File: src/rtl/bcd_counter.sv
// bcd_counter: multi-digit packed-BCD up/down counter.
//
// Ports:
//   sys_clk      rising-edge system clock
//   sys_reset_n  asynchronous active-low reset
//   clear        synchronous clear to zero (highest priority)
//   load         synchronous parallel load of load_value (digits > 9 clamp to 9)
//   load_value   packed BCD load value, digit 0 in [3:0]
//   tick_up      increment request (ignored when tick_down is also high)
//   tick_down    decrement request (ignored when tick_up is also high)
//   count        registered packed BCD count
//   carry_out    registered one-cycle pulse on overflow past all nines
//   borrow_out   registered one-cycle pulse on underflow past zero
//   at_max       count is all nines
//   at_zero      count is zero
module bcd_counter #(
  parameter int NUM_DIGITS = 4,
  parameter bit WRAP       = 1'b1
) (
  input  logic                      sys_clk,
  input  logic                      sys_reset_n,
  input  logic                      clear,
  input  logic                      load,
  input  logic [4*NUM_DIGITS-1:0]   load_value,
  input  logic                      tick_up,
  input  logic                      tick_down,
  output logic [4*NUM_DIGITS-1:0]   count,
  output logic                      carry_out,
  output logic                      borrow_out,
  output logic                      at_max,
  output logic                      at_zero
);

  localparam int W = 4 * NUM_DIGITS;
  localparam logic [W-1:0] ALL_NINES = {NUM_DIGITS{4'h9}};

  logic [W-1:0] count_q, count_d;
  logic         carry_q, carry_d;
  logic         borrow_q, borrow_d;

  logic [W-1:0] inc_val;
  logic [W-1:0] dec_val;
  logic [W-1:0] load_clamped;
  logic         cy;
  logic         bw;
  logic         max_now;
  logic         zero_now;

  assign max_now  = (count_q == ALL_NINES);
  assign zero_now = (count_q == '0);

  // Ripple increment/decrement resolved in a single cycle.
  always_comb begin
    inc_val      = count_q;
    dec_val      = count_q;
    load_clamped = load_value;
    cy           = 1'b1;
    bw           = 1'b1;
    for (int i = 0; i < NUM_DIGITS; i++) begin
      if (cy) begin
        if (count_q[4*i +: 4] >= 4'd9) begin
          inc_val[4*i +: 4] = 4'd0;
        end else begin
          inc_val[4*i +: 4] = count_q[4*i +: 4] + 4'd1;
          cy = 1'b0;
        end
      end
      if (bw) begin
        if (count_q[4*i +: 4] == 4'd0) begin
          dec_val[4*i +: 4] = 4'd9;
        end else begin
          dec_val[4*i +: 4] = count_q[4*i +: 4] - 4'd1;
          bw = 1'b0;
        end
      end
      if (load_value[4*i +: 4] > 4'd9) begin
        load_clamped[4*i +: 4] = 4'd9;
      end
    end
  end

  always_comb begin
    count_d  = count_q;
    carry_d  = 1'b0;
    borrow_d = 1'b0;
    if (clear) begin
      count_d = '0;
    end else if (load) begin
      count_d = load_clamped;
    end else if (tick_up && !tick_down) begin
      if (max_now) begin
        carry_d = 1'b1;
        count_d = WRAP ? '0 : ALL_NINES;
      end else begin
        count_d = inc_val;
      end
    end else if (tick_down && !tick_up) begin
      if (zero_now) begin
        borrow_d = 1'b1;
        count_d  = WRAP ? ALL_NINES : '0;
      end else begin
        count_d = dec_val;
      end
    end
  end

  always_ff @(posedge sys_clk or negedge sys_reset_n) begin
    if (!sys_reset_n) begin
      count_q  <= '0;
      carry_q  <= 1'b0;
      borrow_q <= 1'b0;
    end else begin
      count_q  <= count_d;
      carry_q  <= carry_d;
      borrow_q <= borrow_d;
    end
  end

  assign count      = count_q;
  assign carry_out  = carry_q;
  assign borrow_out = borrow_q;
  assign at_max     = max_now;
  assign at_zero    = zero_now;

endmodule
File: config.mk
export PLATFORM = sky130hd
export DESIGN_NAME = bcd_counter
export DESIGN_NICKNAME = d
export VERILOG_FILES = /design/src/rtl/bcd_counter.sv
export SDC_FILE = /design/constraint.sdc
export NUM_CORES = 1
export LEC_CHECK = 0
export BUFFER_PORTS_ARGS = -buffer_cell sky130_fd_sc_hd__buf_2
export CORE_MARGIN = 5
export CORE_UTILIZATION = 55
export DETAILED_ROUTE_END_ITERATION = 10
export PLACE_DENSITY = 0.9
export REMOVE_ABC_BUFFERS = 1
export SLEW_MARGIN = 20
export SYNTH_ARGS = -nofsm -noshare
export SYNTH_HDL_FRONTEND = slang
export SYNTH_SLANG_ARGS = --single-unit
File: constraint.sdc
create_clock -name sys_clk -period 3.9 [get_ports sys_clk]
set_input_delay 0.585 -clock sys_clk [delete_from_list [all_inputs] [get_ports sys_clk]]
set_output_delay 0.585 -clock sys_clk [all_outputs]
set_load 0.1 [all_outputs]
Word level (Yosys, flattened, before mapping)
Cells that the tools add are included.
{"block": "totals", "out_inout_bits": 20, "ff_bits": 18, "word_cells": 85}
{"block": "classes", "order_cmp": 8, "addsub": 8, "n_reduce_logical": 16, "muxes": 43, "eq_ne": 4}
{"operator": "16-bit 2-to-1 mux", "n": 6}
{"operator": "4-bit 2-to-1 mux", "n": 18}
{"operator": "1-bit 2-to-1 mux", "n": 19}
{"operator": "4-bit by 1-bit adder with 4-bit output (second input constant)", "n": 4}
{"operator": "16-bit equality test (second input constant)", "n": 1}
{"operator": "4-bit >= comparator (second input constant)", "n": 4}
{"operator": "4-bit > comparator (second input constant)", "n": 4}
{"operator": "16-bit zero test", "n": 1}
{"operator": "4-bit zero test", "n": 4}
{"operator": "4-bit by 1-bit subtractor with 4-bit output (second input constant)", "n": 4}
{"operator": "5-bit inequality test (second input constant)", "n": 3}
{"operator": "5-bit nonzero test", "n": 3}
{"operator": "3-bit AND reduction", "n": 3}
{"operator": "4-bit nonzero test", "n": 1}
{"operator": "1-bit logical AND", "n": 2}
{"operator": "1-bit zero test", "n": 2}

Logic depth before layout (Yosys ltp)
{"block": "logic_depth", "depth_word": 10, "mapped_depth": 8}

Worst setup path after synthesis
Ideal clock, no wire load.
{"block": "synth_timing", "kind": "reg-to-output", "start": "register count_q[0], in the netlist count[0]", "end": "output port at_zero", "stages_incl_launch_ff": 6, "arrival_ps": 4547, "slack_ps": -1232, "path_buffers": 0, "path_cell_list": "dfrtp_1 > inv_1 > ha_1 > nor4b_2 > nand2_1 > nor4_1"}
{"block": "synth_via", "elab_chain_len": 1}
{"element": "from (decl)", "line": "37", "text": "logic [W-1:0] count_q, count_d;"}
{"element": "from (signal assigned)", "line": "113", "text": "count_q <= count_d;"}
{"element": "16-bit zero test", "line": "50", "text": "assign zero_now = (count_q == '0);"}
{"element": "to (decl)", "line": "31", "text": "output logic at_zero"}
No other way between the ends.

Worst setup path after layout
Ends and elaborated chain as after synthesis.

==> results.cfg <==
[global_route]
grt_start_max_net_pins = 41
gr-usage-all-layers_pct = 20.46
grt_overflow = 0
antenna_found_initial = 0
grt_pass1_vias = 1851
grt_pass1_wl_um = 8487

[setup_path]
start_kind = flop
worst-setup-path-type = flop to output port
required_ns = 3.31
critPathArrivalTime_ns = 2.53
cp-end-kind = output port
cp_max_fo = 9

[synthesis]
synth_area_per_cell_um2 = 7.881
async_flop_share_pct = 100.0
synth_warnings = 0
synthFlopType = dfrtp_1
synth_seq_cells = 18
synth_top_area_share_pct = 23.05
syn_area_um2 = 1954
synthTopCellsByArea = dfrtp_1 (23%), ha_1 (9.6%), a21oi_1 (5.4%)
yosysTopAreaCell = dfrtp_1
synth_edf_count = 0
synth_common_cells = inv_1 (25), nor2_1 (22), a21oi_1 (21)
synth.distinct_cells = 58
ys_seq_area_share_pct = 23.05
synth.most_common_cell = inv_1
syn_inst = 248

[placement]
place.gp.congestion = 0.8757
port_buffers = 41
placed_cells = 319
place_ws_ns = 1.165
post-dp-hpwl_um = 3561

[route]
antenna_left = 0
first_pass_iters = 4
drtIter0Drc = 202
viasPerCell = 6.217
postRouteWirelength_um = 4924
dr_total_vias = 2008
wl_per_cell_um = 15.24
drc = 0

[floorplan]
die_width_um = 69.61
initial_core_util_pct = 57.66
dieArea_um2 = 4846
core_um2 = 3390
fp.dieH_um = 69.61
core.rowCount = 21
ios = 42

[cts]
clock_latency_ns = 0.31
cts_hold_buf = 0
cts_made_buffers = 3
cts_root_buf = clkbuf_4
clock-sinks = 18
cts_tree = built
clk_pin_slew_ns = 0.12
post_cts_buffers = 0
ctsResizeCount = 0
htree_levels = 1
cts_buffer_depth = 2

[timing]
relSlewSlack_pct = 55.99
slew_violations = 0
hold_ws_ns = 0.1888
hold_viol_final = 0
setup_tns_ns = 0
finalSetupViolations = 0
max_freq_mhz = 320.6
worst_slack_ns = 0.7811
layout_min_cycle_time_ns = 3.119
worst_clock_skew_ns = 0.002636
rsz0062_at_grt = false
period_share_pct = 79.97
worst_slew_pin_slew_ns = 0.6601

[pwr]
p_leak_nw = 0.9774
power_density_nw_per_um2 = 339.0
finalPower_mw = 0.7400
peakVddDrop_v = 0.0002205

[layout]
antenna-diode-count = 0
final_nets = 315
stdcell_count = 323
drive_gt1_share_pct = 20.58
area_delta_synth_final_pct = 11.72
nFillCells = 282

[min_path]
hp-class = input port to async pin

[run_status]
status = complete, no violations

[run]
drv_cap = 0
==> report_power, final <==
part,switching (mW),internal (mW)
Clock,0.0710,0.0571
Combinational,0.256,0.113
Sequential,0.0408,0.202
==> layer usage <==
metal	global-route usage [%]	vias up	part of all wire (%)
li1	-	971	-
met1	27.51	941	44
met2	33.90	86	47
met3	4.783	10	8.0
met4	3.404	0	0.91
met5	0	-	0
==> critical path, cell delays in order (launching register included) <==
cell and delay (ns):
dfrtp_1 0.49, inv_1 0.12, ha_1 0.27, nor4b_2 0.28
nand2_1 0.16, nor4_1 0.39, buf_2 0.51
==> flip-flops by register name (all words and copies together), names as in the netlist <==
| name | count |
|---|---|
| carry_out | 1 |
| count | 16 |
| borrow_out | 1 |
==> final cells by class <==
type | count | area (um^2) | area share (%)
Inverter | 26 | 97.59 | 4.470
Sequential cell | 18 | 450.4 | 20.63
Tap cell | 46 | 57.56 | 2.636
Clock buffer | 4 | 36.28 | 1.662
Timing Repair Buffer | 42 | 212.7 | 9.742
Multi-Input combinational cell | 187 | 1329 | 60.86
==> layout by cell type (no fill, tap or decap), drive strengths merged, types with 3 or more instances in the layout <==
master | Yosys | routed
nand4 | 6 | 6
buf | 8 | 42
ha | 15 | 15
or3b | 6 | 6
clkbuf | 9 | 4
a21oi | 21 | 21
nand4b | 3 | 3
mux2 | 3 | 3
inv | 26 | 26
nor2 | 22 | 22
dfrtp | 18 | 18
o31ai | 4 | 4
nor2b | 4 | 4
nor3 | 8 | 8
nor4b | 3 | 3
o211ai | 3 | 3
nand3b | 4 | 4
a211oi | 6 | 6
a311oi | 3 | 3
o21ai | 18 | 18
o2bb2ai | 4 | 4
a31oi | 5 | 5
nand2 | 11 | 11
o21bai | 3 | 3
nand3 | 4 | 4
==> kinds of logic after synthesis <==
logic type	after synthesis	share of synthesized area, %
simple gates	82	24.46
xor+xnor	1	0.4482
mux	5	3.393
flops	18	23.05
buf+inv	43	8.962
compound gates	84	30.09
fa+ha+maj	15	9.603
==> stage by stage <==
step,area (um^2),util [%]
3_3_place_gp,2147,63.34
5_1_grt,2183,64.41
4_1_cts,2183,64.41
6_report,2183,64.41
2_1_floorplan,1877,-
3_5_place_dp,2147,63.34
==> path summary, 6_finish.rpt <==
| kind | from | endpoint | slack (ns) | depth (start not counted) |
|---|---|---|---|---|
| worst min register to register | count[9] | count[9] | 0.64 | 1 |
| worst max register to register | count[0] | count[13] | 1.61 | 7 |
| worst max-delay path | count[0] | at_zero | 0.78 | 6 |
| worst min-delay path | sys_reset_n | count[5] | 0.19 | 1 |
| max in group asynchronous | sys_reset_n | count[12] | 3.41 | 1 |
| min in group sys_clk | load_value[14] | count[14] | 0.57 | 3 |
Power figures use the tool's default switching activity.
